<file path="config.mk">
export PLATFORM = sky130hd
export DESIGN_NAME = change_dispenser
export DESIGN_NICKNAME = d
export VERILOG_FILES = /design/src/rtl/juice_pkg.sv /design/src/rtl/pulse_timer.sv /design/src/rtl/change_dispenser.sv
export SDC_FILE = /design/constraint.sdc
export NUM_CORES = 1
export LEC_CHECK = 0
export BUFFER_PORTS_ARGS = -buffer_cell sky130_fd_sc_hd__buf_2
export CAP_MARGIN = 15
export CORE_MARGIN = 1.5
export CORE_UTILIZATION = 30
export CTS_CLUSTER_SIZE = 30
export DETAILED_ROUTE_END_ITERATION = 6
export SLEW_MARGIN = 20
export SYNTH_ARGS = -nofsm -noshare
export SYNTH_HDL_FRONTEND = slang
export SYNTH_SLANG_ARGS = --single-unit
</file>
<file path="constraint.sdc">
create_clock -name clk -period 3.1 [get_ports clk]
set_input_delay 0.31 -clock clk [delete_from_list [all_inputs] [get_ports clk]]
set_output_delay 0.31 -clock clk [all_outputs]
set_load 0.03 [all_outputs]
</file>
<file path="src/rtl/juice_pkg.sv">
// Shared types and constants for the juice vending datapath.
// The dollar codes are produced by juice_machine and are kept here so both blocks agree on them.
package juice_pkg;

  typedef enum logic [2:0] {
    ST_IDLE,
    ST_SELECT,
    ST_EJECT,
    ST_WAIT_DROP,
    ST_DONE,
    ST_FAULT
  } disp_state_e;

  typedef enum logic {
    COIN_1,
    COIN_2
  } coin_e;

  localparam int COIN2_VAL = 2;
  localparam int COIN1_VAL = 1;

  localparam logic [2:0] DOLLAR_1 = 3'b001;
  localparam logic [2:0] DOLLAR_2 = 3'b010;
  localparam logic [2:0] DOLLAR_5 = 3'b011;

  function automatic int max_int(input int a, input int b);
    return (a > b) ? a : b;
  endfunction

endpackage

</file>
<file path="src/rtl/pulse_timer.sv">
// Loadable down-counter with a zero flag.
// A load takes priority; otherwise the count decrements and parks at zero.
module pulse_timer #(
  parameter int W = 4
) (
  input  logic         clk,
  input  logic         rst_n,
  input  logic         load,
  input  logic [W-1:0] load_val,
  output logic         zero
);

  logic [W-1:0] count_q;
  logic [W-1:0] count_d;

  always_comb begin
    count_d = count_q;
    if (load) begin
      count_d = load_val;
    end else if (count_q != '0) begin
      count_d = count_q - W'(1);
    end
  end

  always_ff @(posedge clk) begin
    if (!rst_n) begin
      count_q <= '0;
    end else begin
      count_q <= count_d;
    end
  end

  assign zero = (count_q == '0);

endmodule

</file>
<file path="src/rtl/change_dispenser.sv">
// Payout controller: pays an owed dollar amount as $2/$1 coins, confirming each coin on the
// exit-chute sensor, and reports completion or a fault (empty hopper or jammed coin).
module change_dispenser
  import juice_pkg::*;
#(
  parameter int AMT_W       = 4,
  parameter int PULSE_CYC   = 4,
  parameter int TIMEOUT_CYC = 64
) (
  input  logic             clk,
  input  logic             rst_n,
  input  logic             req_valid,
  input  logic [AMT_W-1:0] req_amount,
  output logic             req_ready,
  input  logic             hop2_empty,
  input  logic             hop1_empty,
  input  logic             coin_drop,
  input  logic             fault_clr,
  output logic             eject_2,
  output logic             eject_1,
  output logic             done,
  output logic             fault,
  output logic [AMT_W-1:0] paid,
  output logic [AMT_W-1:0] owed_left
);

  // One timer serves both the solenoid pulse and the drop window, so it is sized for the longer.
  localparam int TMR_W = $clog2(max_int(PULSE_CYC, TIMEOUT_CYC) + 1);
  localparam logic [TMR_W-1:0] PULSE_LOAD   = TMR_W'(PULSE_CYC - 1);
  localparam logic [TMR_W-1:0] TIMEOUT_LOAD = TMR_W'(TIMEOUT_CYC - 1);
  localparam logic [AMT_W-1:0] COIN2_AMT    = AMT_W'(COIN2_VAL);
  localparam logic [AMT_W-1:0] COIN1_AMT    = AMT_W'(COIN1_VAL);

  disp_state_e      state_q, state_d;
  logic [AMT_W-1:0] owed_left_q, owed_left_d;
  logic [AMT_W-1:0] paid_q, paid_d;
  coin_e            coin_q, coin_d;
  logic             drop_seen_q, drop_seen_d;

  logic             tmr_load;
  logic [TMR_W-1:0] tmr_load_val;
  logic             tmr_zero;

  logic             accept;
  logic             sel_coin2;
  logic             sel_coin1;
  logic             drop_now;
  logic [AMT_W-1:0] coin_amt;

  pulse_timer #(
    .W(TMR_W)
  ) u_timer (
    .clk     (clk),
    .rst_n   (rst_n),
    .load    (tmr_load),
    .load_val(tmr_load_val),
    .zero    (tmr_zero)
  );

  assign accept    = req_valid & req_ready;
  assign sel_coin2 = (owed_left_q >= COIN2_AMT) & ~hop2_empty;
  assign sel_coin1 = ~hop1_empty;
  // A drop seen earlier in the pulse counts the same as one arriving in its last cycle.
  assign drop_now  = drop_seen_q | coin_drop;
  assign coin_amt  = (coin_q == COIN_2) ? COIN2_AMT : COIN1_AMT;

  always_ff @(posedge clk) begin
    if (!rst_n) begin
      state_q     <= ST_IDLE;
      owed_left_q <= '0;
      paid_q      <= '0;
      coin_q      <= COIN_1;
      drop_seen_q <= 1'b0;
    end else begin
      state_q     <= state_d;
      owed_left_q <= owed_left_d;
      paid_q      <= paid_d;
      coin_q      <= coin_d;
      drop_seen_q <= drop_seen_d;
    end
  end

  always_comb begin
    state_d = state_q;
    unique case (state_q)
      ST_IDLE: begin
        if (accept) state_d = ST_SELECT;
      end
      ST_SELECT: begin
        if (owed_left_q == '0) begin
          state_d = ST_DONE;
        end else if (sel_coin2 || sel_coin1) begin
          state_d = ST_EJECT;
        end else begin
          state_d = ST_FAULT;
        end
      end
      ST_EJECT: begin
        if (tmr_zero) state_d = drop_now ? ST_SELECT : ST_WAIT_DROP;
      end
      ST_WAIT_DROP: begin
        if (coin_drop) begin
          state_d = ST_SELECT;
        end else if (tmr_zero) begin
          state_d = ST_FAULT;
        end
      end
      ST_DONE: begin
        state_d = ST_IDLE;
      end
      ST_FAULT: begin
        if (fault_clr) state_d = ST_IDLE;
      end
      default: begin
        state_d = ST_IDLE;
      end
    endcase
  end

  // Amount bookkeeping, coin choice and timer loads follow the same state decode.
  always_comb begin
    owed_left_d  = owed_left_q;
    paid_d       = paid_q;
    coin_d       = coin_q;
    drop_seen_d  = drop_seen_q;
    tmr_load     = 1'b0;
    tmr_load_val = PULSE_LOAD;
    unique case (state_q)
      ST_IDLE: begin
        if (accept) begin
          owed_left_d = req_amount;
          paid_d      = '0;
        end
      end
      ST_SELECT: begin
        drop_seen_d = 1'b0;
        if ((owed_left_q != '0) && (sel_coin2 || sel_coin1)) begin
          coin_d       = sel_coin2 ? COIN_2 : COIN_1;
          tmr_load     = 1'b1;
          tmr_load_val = PULSE_LOAD;
        end
      end
      ST_EJECT: begin
        if (coin_drop) drop_seen_d = 1'b1;
        if (tmr_zero) begin
          drop_seen_d = 1'b0;
          if (drop_now) begin
            owed_left_d = owed_left_q - coin_amt;
            paid_d      = paid_q + coin_amt;
          end else begin
            tmr_load     = 1'b1;
            tmr_load_val = TIMEOUT_LOAD;
          end
        end
      end
      ST_WAIT_DROP: begin
        if (coin_drop) begin
          owed_left_d = owed_left_q - coin_amt;
          paid_d      = paid_q + coin_amt;
        end
      end
      default: begin
      end
    endcase
  end

  always_comb begin
    req_ready = (state_q == ST_IDLE) & rst_n;
    eject_2   = (state_q == ST_EJECT) & (coin_q == COIN_2);
    eject_1   = (state_q == ST_EJECT) & (coin_q == COIN_1);
    done      = (state_q == ST_DONE);
    fault     = (state_q == ST_FAULT);
    paid      = paid_q;
    owed_left = owed_left_q;
  end

endmodule
</file>
; After elaboration in Yosys (flattened, before gate mapping)
; Index checks and enable logic that the tools add are counted.
[word_totals]
regBits = 20
[op_classes]
bitwise = 9
magnitude_cmp = 1
eq_ne = 12
reduce_logical = 14
mux = 33
n_addsub = 3
[ops]
columns = op, n
row1 = two-way mux 4 bit, 8
row2 = one-hot mux 4 bit (3 select lines), 2
row3 = two-way mux 3 bit, 7
row4 = two-way mux 6 bit, 3
row5 = one-hot mux 3 bit (5 select lines), 1
row6 = two-way mux 7 bit, 2
row7 = "!= test 2 bit, second input constant", 5
row8 = zero test 7 bit, 1
row9 = nonzero test 7 bit, 1
row10 = "subtractor 7 x 1 -> 7 bit, second input constant", 1
row11 = "== test 3 x 2 -> 1 bit, second input constant", 2
row12 = "== test 3 bit, second input constant", 2
row13 = two-way mux 1 bit, 6
row14 = "!= test 3 bit, second input constant", 2
row15 = bitwise AND 1 bit, 5
row16 = AND reduction 5 bit, 1
row17 = adder 4 x 2 -> 4 bit, 1
row18 = "greater-or-equal comparator 4 x 2 -> 1 bit, second input constant", 1
row19 = zero test 4 bit, 1
row20 = two-way mux 2 bit, 2
row21 = one-hot mux 1 bit (2 select lines), 2
row22 = AND reduction 2 bit, 2
row23 = AND reduction 4 bit, 1
row24 = nonzero test 2 bit, 2
row25 = 9 further kinds, 11

; Longest topological paths before layout
; Gate-level depths: netlist of the first run.
[depth]
ltp_word = 7
depth_mapped = 7
mapped_depth_nobuf = 7

; By module
; Synthesis of the first run repeated with hierarchy kept, for this count alone.
[hier_totals]
hier_cells = 165
area_unflattened_um2 = 1422.6
[by_module_without_submodules]
columns = mod, cells_each, seq_area_each_um2, area_each_um2, n_inst
row1 = change_dispenser, 121, 260.2, 1011.0, 1
row2 = pulse_timer, 44, 140.1, 411.6, 1

; Worst setup path before layout of the first run
; OpenSTA, ideal clock, no wires.
[synth_path]
path_type = register -> register
from = register owed_left_q[0] (netlist: owed_left[0])
to = register owed_left_q[1] (netlist: owed_left[1])
t_arrival_ns = 1.794
setup_slack_ns = 1.164
stages_incl_launch_ff = 7
required_time_ns = 2.959
cell_sequence = dfxtp_1 -> inv_1 -> ha_1 -> fa_1 -> nor2_1 -> a2111oi_0 -> a211oi_2
[synth_via]
elab_chain_len = 4
[synth_lines]
columns = item, line_no
row1 = "start, declared", change_dispenser.sv:35  ; logic [AMT_W-1:0] owed_left_q, owed_left_d;
row2 = "start signal, assigned", change_dispenser.sv:76  ; owed_left_q <= owed_left_d;
row3 = subtractor 4 x 2 -> 4 bit *, "change_dispenser.sv:148, change_dispenser.sv:158"
row4 = two-way mux 4 bit, change_dispenser.sv:147  ; if (drop_now) begin
row5 = two-way mux 4 bit, change_dispenser.sv:145  ; if (tmr_zero) begin
row6 = one-hot mux 4 bit (3 select lines) *, change_dispenser.sv:128  ; unique case (state_q)
; Mark *: on every way between the ends. The rest lies on a longest branch, timed or not. The select of a mux whose other input is x is not followed.
; A chain may end at the register's enable or synchronous reset.

; Worst setup path after layout of the first run
[layout_path]
from = register state_q[1]
to = output port eject_1
[layout_via]
elab_chain_len = 2
[layout_lines]
columns = item, line_no
row1 = "start, declared", change_dispenser.sv:34  ; disp_state_e state_q, state_d;
row2 = "start signal, assigned", change_dispenser.sv:75  ; state_q <= state_d;
row3 = == test 3 x 2 -> 1 bit, change_dispenser.sv:170  ; eject_1 = (state_q == ST_EJECT) & (coin_q == COIN_1);
row4 = bitwise AND 1 bit, change_dispenser.sv:170
row5 = "end, declared", change_dispenser.sv:20  ; output logic eject_1,
; No other way between the ends.

==> impl_metrics.yaml, run 1 <==
clock_network:
  buffer_cell_driving_the_clock_tree_root: "sky130_fd_sc_hd__clkbuf_8"
  resized_after_cts: 0
  postcts_setup_bufs: 0
  cts_made_buffers: 3
  clk_path_buf_depth: 2
  clock_sinks: 20
  postCtsHoldBufs: 0
  path_clk_slew_ns: 0.08
  cts_htree_levels: 1
  worstSkewPairLatency_ns: 0.26
  cts_tree: "yes"
drt:
  drt-wirelength-per-cell_um: 13.6
  topRoutingLayerUsed: "met4"
  drcViolationCount: 0
  met1_length_um: 1420
  drt_iter0_markers: 85
  post_route_antenna_net_violation_count: 0
  wl_um: 3000
  met2_length_um: 1390
  vias: 1164
  drt_first_pass_iters: 4
  dr_wl_met3_um: 173
  drt-vias-per-instance: 5.27
critical_path:
  timing.critical_path.arrival_ns: 1.86
  worstSetupEndpointType: "primary output"
  setup.worst_path.start_class: "flop"
  worst-r2r-cell-count: 6
  critical_path_class: "reg2out"
  path_max_fanout: 17
  startpoint: "state_q[1]$_SDFFE_PN0P_"
  cp_data_required_time_ns: 2.79
  critical_path.reg2reg.startpoint: "coin_q$_SDFFE_PN0P_"
  r2r_slack_ns: 1.03
  crit_end: "eject_1"
  regToRegEndpoint: "paid[2]$_SDFFE_PN0P_"
placement:
  post-dp-hpwl_um: 2270
  gp_congestion: 0.828
  io_buffer_count: 23
  pre_cts_ws_ns: 1.01
sta:
  clock.fmax_ghz: 0.460
  rsz0062_at_grt: "no"
  period_minus_slack_ns: 2.17
  layout_setup_ws_ns: 0.926
  final_min_period_over_clock_period: 0.701
  worst-slew-pin-transition_ns: 0.605
  hold_violations: 0
  slew_margin_rel: 0.597
  finalClockSkew_ns: 0.00245
  accumulated_negative_setup_slack_ns: 0
  report.final.setup_viol: 0
  timing_max_transition_violations_final: 0
finish:
  area_growth_pct: 15.5
  num-nets-final: 188
  layout.cells.most_common: "sky130_fd_sc_hd__buf_2"
  drive_gt1_frac: 0.231
  n_antenna_cell: 0
  layout_common_cells: "23 x sky130_fd_sc_hd__buf_2, 20 x sky130_fd_sc_hd__dfxtp_1, 15 x sky130_fd_sc_hd__nor2_1"
floorplan:
  placementRows: 24
  floorplan.io_pins: 24
  die_h_um: 70.3
  initial_core_util: 0.312
  die_area_um2: 4950
  core_area_um2: 4350
  die_width_um: 70.3
global_route:
  grt_max_degree: 20
  total_grt_usage: 0.127
  via_count_of_the_first_global_routing_pass: 1097
  wire_length_of_the_first_global_routing_pass_um: 5100
  globalRoute.totalOverflow: 0
  antenna_violations_before_repair: 0
synthesis:
  post_synth_edffs: 0
  yosys_register_bits: 20
  number_of_distinct_library_cell_variants_in_the_gate_level_netlist_after_synthesis: 53
  synth_async_sr_flop_share: 0
  syn_nets: 167
  synth_seq_area_share: 0.294
  syn_inst: 149
  synth_warn: 0
  synth_top_flop_cell: "sky130_fd_sc_hd__dfxtp_1"
  syn_area_per_cell_um2: 9.13
  mappedNetlistArea_um2: 1360
pwr:
  power.share.switching: 0.400
  intPower_mw: 0.699
  power.switching_mw: 0.466
  power.total_mw: 1.17
  power.clock.fraction: 0.225
  power.sequential.fraction: 0.325
  power.density_cell_area_nw_per_um2: 741
  power.ir.vdd_worst_mv: 0.494
  power.share.combinational: 0.450
  p_leak_nw: 0.627
run:
  cap_violations: 0
run_status:
  outcome: "complete, no violations"
worst_hold_path:
  hold_path.startpoint: "req_amount[2]"
  hold_class: "in2reg"
## worst min path at each step
stage	cells past startpoint	end	slack, ns
after global routing	3	owed_left[3]$_SDFFE_PN0P_	0.40
after global placement	2	u_timer.count_q[6]$_SDFFE_PN0P_	0.48
after detailed placement	2	u_timer.count_q[6]$_SDFFE_PN0P_	0.48
final	3	owed_left[2]$_SDFFE_PN0P_	0.38
after CTS	3	owed_left[3]$_SDFFE_PN0P_	0.38
after floorplan	2	u_timer.count_q[6]$_SDFFE_PN0P_	0.46
## Yosys cell counts (2+ instances only)
| cell | instances | area (µm²) |
|---|---|---|
| sky130_fd_sc_hd__dfxtp_1 | 20 | 400 |
| sky130_fd_sc_hd__nor2_1 | 15 | 56.3 |
| sky130_fd_sc_hd__inv_1 | 9 | 33.8 |
| sky130_fd_sc_hd__nand2_1 | 7 | 26.3 |
| sky130_fd_sc_hd__nor3_1 | 7 | 35.0 |
| sky130_fd_sc_hd__ha_1 | 5 | 62.6 |
| sky130_fd_sc_hd__nand2b_1 | 5 | 31.3 |
| sky130_fd_sc_hd__a21oi_1 | 4 | 20.0 |
| sky130_fd_sc_hd__mux2i_1 | 4 | 40.0 |
| sky130_fd_sc_hd__o21a_1 | 4 | 30.0 |
| sky130_fd_sc_hd__o311ai_0 | 4 | 35.0 |
| sky130_fd_sc_hd__xnor2_1 | 4 | 35.0 |
| sky130_fd_sc_hd__and2_1 | 3 | 18.8 |
| sky130_fd_sc_hd__and3_1 | 3 | 18.8 |
| sky130_fd_sc_hd__clkbuf_1 | 3 | 11.3 |
| sky130_fd_sc_hd__o21ai_0 | 3 | 15.0 |
| sky130_fd_sc_hd__o31ai_1 | 3 | 22.5 |
| sky130_fd_sc_hd__o31ai_2 | 3 | 37.5 |
| sky130_fd_sc_hd__a2111oi_0 | 2 | 17.5 |
| sky130_fd_sc_hd__a211oi_2 | 2 | 25.0 |
| sky130_fd_sc_hd__a21o_1 | 2 | 15.0 |
| sky130_fd_sc_hd__a311oi_1 | 2 | 17.5 |
| sky130_fd_sc_hd__buf_2 | 2 | 10.0 |
| sky130_fd_sc_hd__fa_1 | 2 | 40.0 |
| sky130_fd_sc_hd__nand3_1 | 2 | 10.0 |
| sky130_fd_sc_hd__nand3b_1 | 2 | 15.0 |
## kinds of logic after synthesis
logic type | after synthesis | share of synthesized area
flops | 20 | 0.294
xor+xnor | 5 | 0.0322
compound gates | 39 | 0.263
simple gates | 57 | 0.248
mux | 4 | 0.0294
fa+ha+maj | 7 | 0.0754
buf+inv | 17 | 0.0570
## power by group through the flow
| stage | Sequential (mW) | Combinational [mW] | Clock (mW) |
|---|---|---|---|
| 2_1_floorplan | 0.386 | 0.425 | 0 |
| 3_3_place_gp | 0.383 | 0.526 | 0 |
| 3_5_place_dp | 0.384 | 0.526 | 0 |
| 4_1_cts | 0.377 | 0.529 | 0.271 |
| 5_1_grt | 0.389 | 0.585 | 0.277 |
| 6_report | 0.378 | 0.525 | 0.262 |
## worst max-delay path, cell delays in order (launching register included)
cell and delay [ns]:
sky130_fd_sc_hd__dfxtp_1 0.62, sky130_fd_sc_hd__nand2b_1 0.45, sky130_fd_sc_hd__nor3_1 0.30, sky130_fd_sc_hd__buf_2 0.24
## metal layers
metal,global-route usage,vias up
li1,-,588
met1,0.173,544
met2,0.197,30
met3,0.0404,2
met4,0.0278,0
met5,0,-
## area by class of cell
cell class / instances / area, µm²
clock buffers: 3 / 41.3
clock inverters: 1 / 30.0
fillers: 441 / 2780
inverters: 10 / 37.5
multi-input cells: 112 / 882
flip-flops and latches: 20 / 400
well taps: 52 / 65.1
repair buffers: 23 / 115
## per-stage QoR
stage	utilization	instances	area (µm²)	hold WS, ns
2_1_floorplan	-	149	1360	0.458
3_3_place_gp	0.345	217	1500	0.476
3_5_place_dp	0.345	217	1500	0.479
4_1_cts	0.361	221	1570	0.377
5_1_grt	0.361	221	1570	0.400
6_report	0.361	221	1570	0.377
## sequential cells by signal, summed over array words and instances, names as in the netlist
signal / flops
u_timer.count_q: 7
owed_left: 4
paid: 4
state_q: 3
coin_q: 1
drop_seen_q: 1
Power figures use the tool's default switching activity.
==> run 2, diff against run 1 <==
Clock period 3.1 ns to 1.78 ns, I/O delays scaled along.
==> impl_metrics.yaml, run 2 (synthesis results as in run 1) <==
critical_path:
  r2r_slack_ns: 0.04
  timing.critical_path.buf_inv: 2
  timing.critical_path.arrival_ns: 1.93
  path_max_fanout: 3
  worstSetupEndpointType: "flop"
  biggest_cell_delay_along_the_critical_path_ns: 0.49
  worstPathCellList: "inv_2 -> ha_4 -> inv_2 -> fa_2 -> or4_4 -> o31ai_2"
  worst-r2r-cell-count: 6
  regToRegEndpoint: "paid[2]$_SDFFE_PN0P_"
  setup.worst_path.start_class: "flop"
  critical_path.most_common_cell: "sky130_fd_sc_hd__inv_2"
  worst_path_dominant_cell_family: "adder cells"
  critical_path.slowest_cell: "sky130_fd_sc_hd__or4_4"
  cp_data_required_time_ns: 1.97
  critical_path_class: "reg2reg"
  critical_path.reg2reg.startpoint: "coin_q$_SDFFE_PN0P_"
global_route:
  total_grt_usage: 0.146
  via_count_of_the_first_global_routing_pass: 1312
  globalRoute.totalOverflow: 0
  grt_max_degree: 19
  wire_length_of_the_first_global_routing_pass_um: 5780
  antenna_violations_before_repair: 0
sta:
  worst-slew-pin-transition_ns: 0.472
  hold-worst-slack_ns: 0.233
  rsz0062_at_grt: "yes"
  hold_violations: 0
  clock.fmax_ghz: 0.576
  layout_setup_ws_ns: 0.0430
  slew_margin_rel: 0.677
  period_minus_slack_ns: 1.74
  final_min_period_over_clock_period: 0.976
  finalClockSkew_ns: 0.00536
  timing_max_transition_violations_final: 0
  report.final.setup_viol: 0
finish:
  layout.cells.most_common: "sky130_fd_sc_hd__buf_4"
  seqCellArea_um2: 408
  regMostFlops: "u_timer.count_q"
  drive_gt1_frac: 0.412
  filler_cell_count: 438
  multi_input_area_um2: 938
  layout_common_cells: "23 x sky130_fd_sc_hd__buf_4, 22 x sky130_fd_sc_hd__buf_2, 15 x sky130_fd_sc_hd__nor2_1"
  largest_reg_flops: 7
  n_antenna_cell: 0
  area_growth_pct: 34.5
  finish.cell_count_without_fillers: 246
  num-nets-final: 213
worst_hold_path:
  hold_path.startpoint: "req_amount[3]"
  hold_class: "in2reg"
  hold_end: "owed_left[3]$_SDFFE_PN0P_"
  hold-path-cell-count: 3
clock_network:
  worstSkewPairLatency_ns: 0.27
  cts_made_buffers: 3
  path_clk_slew_ns: 0.08
  cts_tree: "yes"
  cts_htree_levels: 1
  clock_sinks: 20
  postCtsHoldBufs: 0
  buffer_cell_driving_the_clock_tree_root: "sky130_fd_sc_hd__clkbuf_8"
  clk_path_buf_depth: 2
run:
  cap_violations: 0
pwr:
  p_leak_nw: 0.778
  power.density_cell_area_nw_per_um2: 1220
  power.ir.vdd_worst_mv: 0.796
placement:
  pre_cts_ws_ns: 0.00724
  numPlacedInstances: 237
  post-dp-hpwl_um: 2640
  io_buffer_count: 23
  gp_congestion: 0.843
drt:
  wl_um: 3400
  drcViolationCount: 0
  drt-wirelength-per-cell_um: 13.8
  drt_first_pass_iters: 4
  vias: 1274
  drt-vias-per-instance: 5.18
  drt_iter0_markers: 26
  post_route_antenna_net_violation_count: 0
floorplan:
  initial_core_util: 0.312
  die_width_um: 70.3
  die_h_um: 70.3
  placementRows: 24
  core_area_um2: 4350
  die_area_um2: 4950
  floorplan.io_pins: 24
run_status:
  outcome: "complete, no violations"
==> run 2: cell count changes in the layout (fill, tap and decap cells not counted), sizes merged <==
cell	before	now
buf	23	48
bufinv	1	0
clkbuf	3	4
==> run 2: final cells by class <==
| type | count | area share |
|---|---|---|
| Inverter | 10 | 0.0205 |
| Clock buffer | 4 | 0.0301 |
| Sequential cell | 20 | 0.223 |
| Multi-Input combinational cell | 112 | 0.513 |
| Tap cell | 52 | 0.0356 |
| Timing Repair Buffer | 48 | 0.178 |
==> run 2: where the power goes <==
part           switching (mW)  total, mW  internal, mW
Sequential             0.0991      0.637         0.538
Combinational           0.630       1.24         0.606
Clock                   0.161      0.358         0.197
==> run 2: stage by stage <==
step	total power, mW	area [µm²]	TNS, ns	util
after floorplan	1.42	1370	0	-
final	2.23	1830	0	0.420
after global placement	1.79	1670	0	0.383
after global routing	2.40	1830	-0.0622	0.420
after detailed placement	1.80	1670	0	0.383
after CTS	2.17	1730	0	0.398
==> run 2: layer usage <==
metal,vias to the layer above,share of wire,GRT usage
met2,25,0.50,0.260
met4,0,0.026,0.0641
met1,600,0.44,0.164
met3,9,0.032,0.0346
li1,640,-,-
met5,-,0,0
==> run 2: worst max path at each step <==
stage | start | endpoint | slack (ns) | cells past startpoint
finish | coin_q$_SDFFE_PN0P_ | paid[2]$_SDFFE_PN0P_ | 0.04 | 6
global route | coin_q$_SDFFE_PN0P_ | paid[2]$_SDFFE_PN0P_ | -0.03 | 6
CTS | owed_left[0]$_SDFFE_PN0P_ | owed_left[1]$_SDFFE_PN0P_ | 0.02 | 6
detailed placement | coin_q$_SDFFE_PN0P_ | paid[2]$_SDFFE_PN0P_ | 0.007 | 6
global placement | owed_left[0]$_SDFFE_PN0P_ | owed_left[1]$_SDFFE_PN0P_ | 0.04 | 6
floorplan | owed_left[0]$_SDFFE_PN0P_ | owed_left[1]$_SDFFE_PN0P_ | 0.02 | 6
==> run 2: worst min-delay path: cells and delay by family <==
kind	cells	cell delay, ns
compound gates	2	0.22
buf+inv	1	0.08
==> run 2: timing repair <==
item                       in CTS  in global routing
pin swaps                       0                  6
resized for setup               0                 18
buffers inserted                1                  4
cloned                          0                  0
setup endpoints to repair       1                 10
==> run 3, diff against run 2 <==
Settings changed: RECOVER_POWER from default to 50.
==> impl_metrics.yaml, run 3 (synthesis results as in run 1) <==
run_status:
  outcome: "complete, no violations"
clock_network:
  buffer_cell_driving_the_clock_tree_root: "sky130_fd_sc_hd__clkbuf_8"
  cts_made_buffers: 3
  worstSkewPairLatency_ns: 0.27
  path_clk_slew_ns: 0.08
  postCtsHoldBufs: 0
  cts_tree: "yes"
  cts_htree_levels: 1
  clock_sinks: 20
  clk_path_buf_depth: 2
placement:
  pre_cts_ws_ns: 0.00724
  io_buffer_count: 23
  placed_cell_area_um2: 1670
  numPlacedInstances: 237
  gp_congestion: 0.843
  post-dp-hpwl_um: 2640
pwr:
  power.share.switching: 0.400
  intPower_mw: 1.33
  power.density_cell_area_nw_per_um2: 1220
  power.sequential.fraction: 0.287
  p_leak_nw: 0.741
  power.share.combinational: 0.552
  power.ir.vdd_worst_mv: 0.797
  power.total_mw: 2.22
  power.clock.fraction: 0.161
  power.switching_mw: 0.889
finish:
  num-nets-final: 213
  largest_reg_flops: 7
  regMostFlops: "u_timer.count_q"
  n_antenna_cell: 0
  filler_cell_count: 443
  design_area_um2: 1820
  layout_common_cells: "23 x sky130_fd_sc_hd__buf_4, 15 x sky130_fd_sc_hd__nor2_1, 14 x sky130_fd_sc_hd__dfxtp_1"
  finish.cell_count_without_fillers: 246
  area_growth_pct: 33.7
  layout.cells.most_common: "sky130_fd_sc_hd__buf_4"
  drive_gt1_frac: 0.366
floorplan:
  die_area_um2: 4950
  floorplan.io_pins: 24
  die_h_um: 70.3
  die_width_um: 70.3
  placementRows: 24
  core_area_um2: 4350
  initial_core_util: 0.312
sta:
  finalClockSkew_ns: 0.00529
  final_min_period_over_clock_period: 0.976
  timing_max_transition_violations_final: 0
  hold_violations: 0
  clock.fmax_ghz: 0.576
  report.final.setup_viol: 0
  layout_setup_ws_ns: 0.0432
  rsz0062_at_grt: "yes"
  slew_margin_rel: 0.678
  worst-slew-pin-transition_ns: 0.471
  period_minus_slack_ns: 1.74
drt:
  drcViolationCount: 0
  drt_iter0_markers: 27
  drt-wirelength-per-cell_um: 13.8
  drt-vias-per-instance: 5.22
  drt_first_pass_iters: 4
  vias: 1285
  post_route_antenna_net_violation_count: 0
  wl_um: 3380
critical_path:
  startpoint: "coin_q$_SDFFE_PN0P_"
  critical_path.slowest_cell: "sky130_fd_sc_hd__or4_4"
  critical_path_class: "reg2reg"
  worstSetupEndpointType: "flop"
  path_max_fanout: 3
  worst-r2r-cell-count: 6
  timing.critical_path.arrival_ns: 1.93
  worstPathCellList: "inv_2 -> ha_4 -> inv_2 -> fa_2 -> or4_4 -> o31ai_2"
  critical_path.reg2reg.startpoint: "coin_q$_SDFFE_PN0P_"
  setup.worst_path.start_class: "flop"
  biggest_cell_delay_along_the_critical_path_ns: 0.49
  critical_path.most_common_cell: "sky130_fd_sc_hd__inv_2"
  cp_data_required_time_ns: 1.97
worst_hold_path:
  hold-path-cell-count: 3
  hold_path.startpoint: "req_amount[3]"
  hold_class: "in2reg"
global_route:
  globalRoute.totalOverflow: 0
  total_grt_usage: 0.146
  antenna_violations_before_repair: 0
  via_count_of_the_first_global_routing_pass: 1312
  wire_length_of_the_first_global_routing_pass_um: 5780
  grt_max_degree: 19
run:
  cap_violations: 0
## run 3: cell count changes in the layout (fill, tap and decap cells not counted)
cell | previous run | this run
sky130_fd_sc_hd__buf_2 | 22 | 13
sky130_fd_sc_hd__clkbuf_1 | 0 | 9
## run 3: final timing paths
kind	to	slack, ns
setup / recovery	paid[2]$_SDFFE_PN0P_	0.04
hold / removal	owed_left[3]$_SDFFE_PN0P_	0.23
setup reg to reg	paid[2]$_SDFFE_PN0P_	0.04
hold reg to reg	u_timer.count_q[6]$_SDFFE_PN0P_	0.49
## run 3: critical path: cells and delay by family, from the launching register on
kind                     cells  cell delay (ns)
AND/OR/NAND/NOR              1             0.49
AO/OA/AOI/OAI                1             0.23
buffers and inverters        2             0.12
flip-flops                   1             0.33
adder cells (fa/ha/maj)      2             0.49
## run 3: final cells by class
cell class,instances,area [µm²],share of cell area
Sequential cell,20,408,0.224
Tap cell,52,65.1,0.0358
Inverter,10,37.5,0.0206
Clock buffer,4,55.1,0.0303
Multi-Input combinational cell,112,938,0.516
Timing Repair Buffer,48,314,0.173
## run 3: per-layer routing
metal | vias to the layer above | part of all wire | routed length, µm | track usage
li1 | 640 | - | - | -
met4 | 0 | 0.026 | 87 | 0.0641
met5 | - | 0 | 0 | 0
met3 | 9 | 0.046 | 155 | 0.0346
met2 | 33 | 0.50 | 1700 | 0.260
met1 | 603 | 0.43 | 1440 | 0.164
## run 3: through the flow
step | utilization | TNS, ns | hold slack (ns)
after floorplan | - | 0 | 0.330
after global placement | 0.383 | 0 | 0.471
after detailed placement | 0.383 | 0 | 0.474
after CTS | 0.398 | 0 | 0.234
after global routing | 0.418 | -0.0622 | 0.258
final | 0.418 | 0 | 0.233
## run 3: power groups by stage
| stage | Sequential [mW] | Clock [mW] | Combinational [mW] |
|---|---|---|---|
| floorplan | 0.676 | 0 | 0.742 |
| global placement | 0.644 | 0 | 1.14 |
| global route | 0.652 | 0.382 | 1.36 |
| finish | 0.638 | 0.358 | 1.23 |
| detailed placement | 0.646 | 0 | 1.16 |
| CTS | 0.636 | 0.371 | 1.16 |
## run 3: what timing repair did
item                       in CTS  in global routing
hold endpoints to repair        0                  0
resized for setup               0                 18
pin swaps                       0                  6
setup endpoints to repair       1                 10
buffers inserted                1                  4
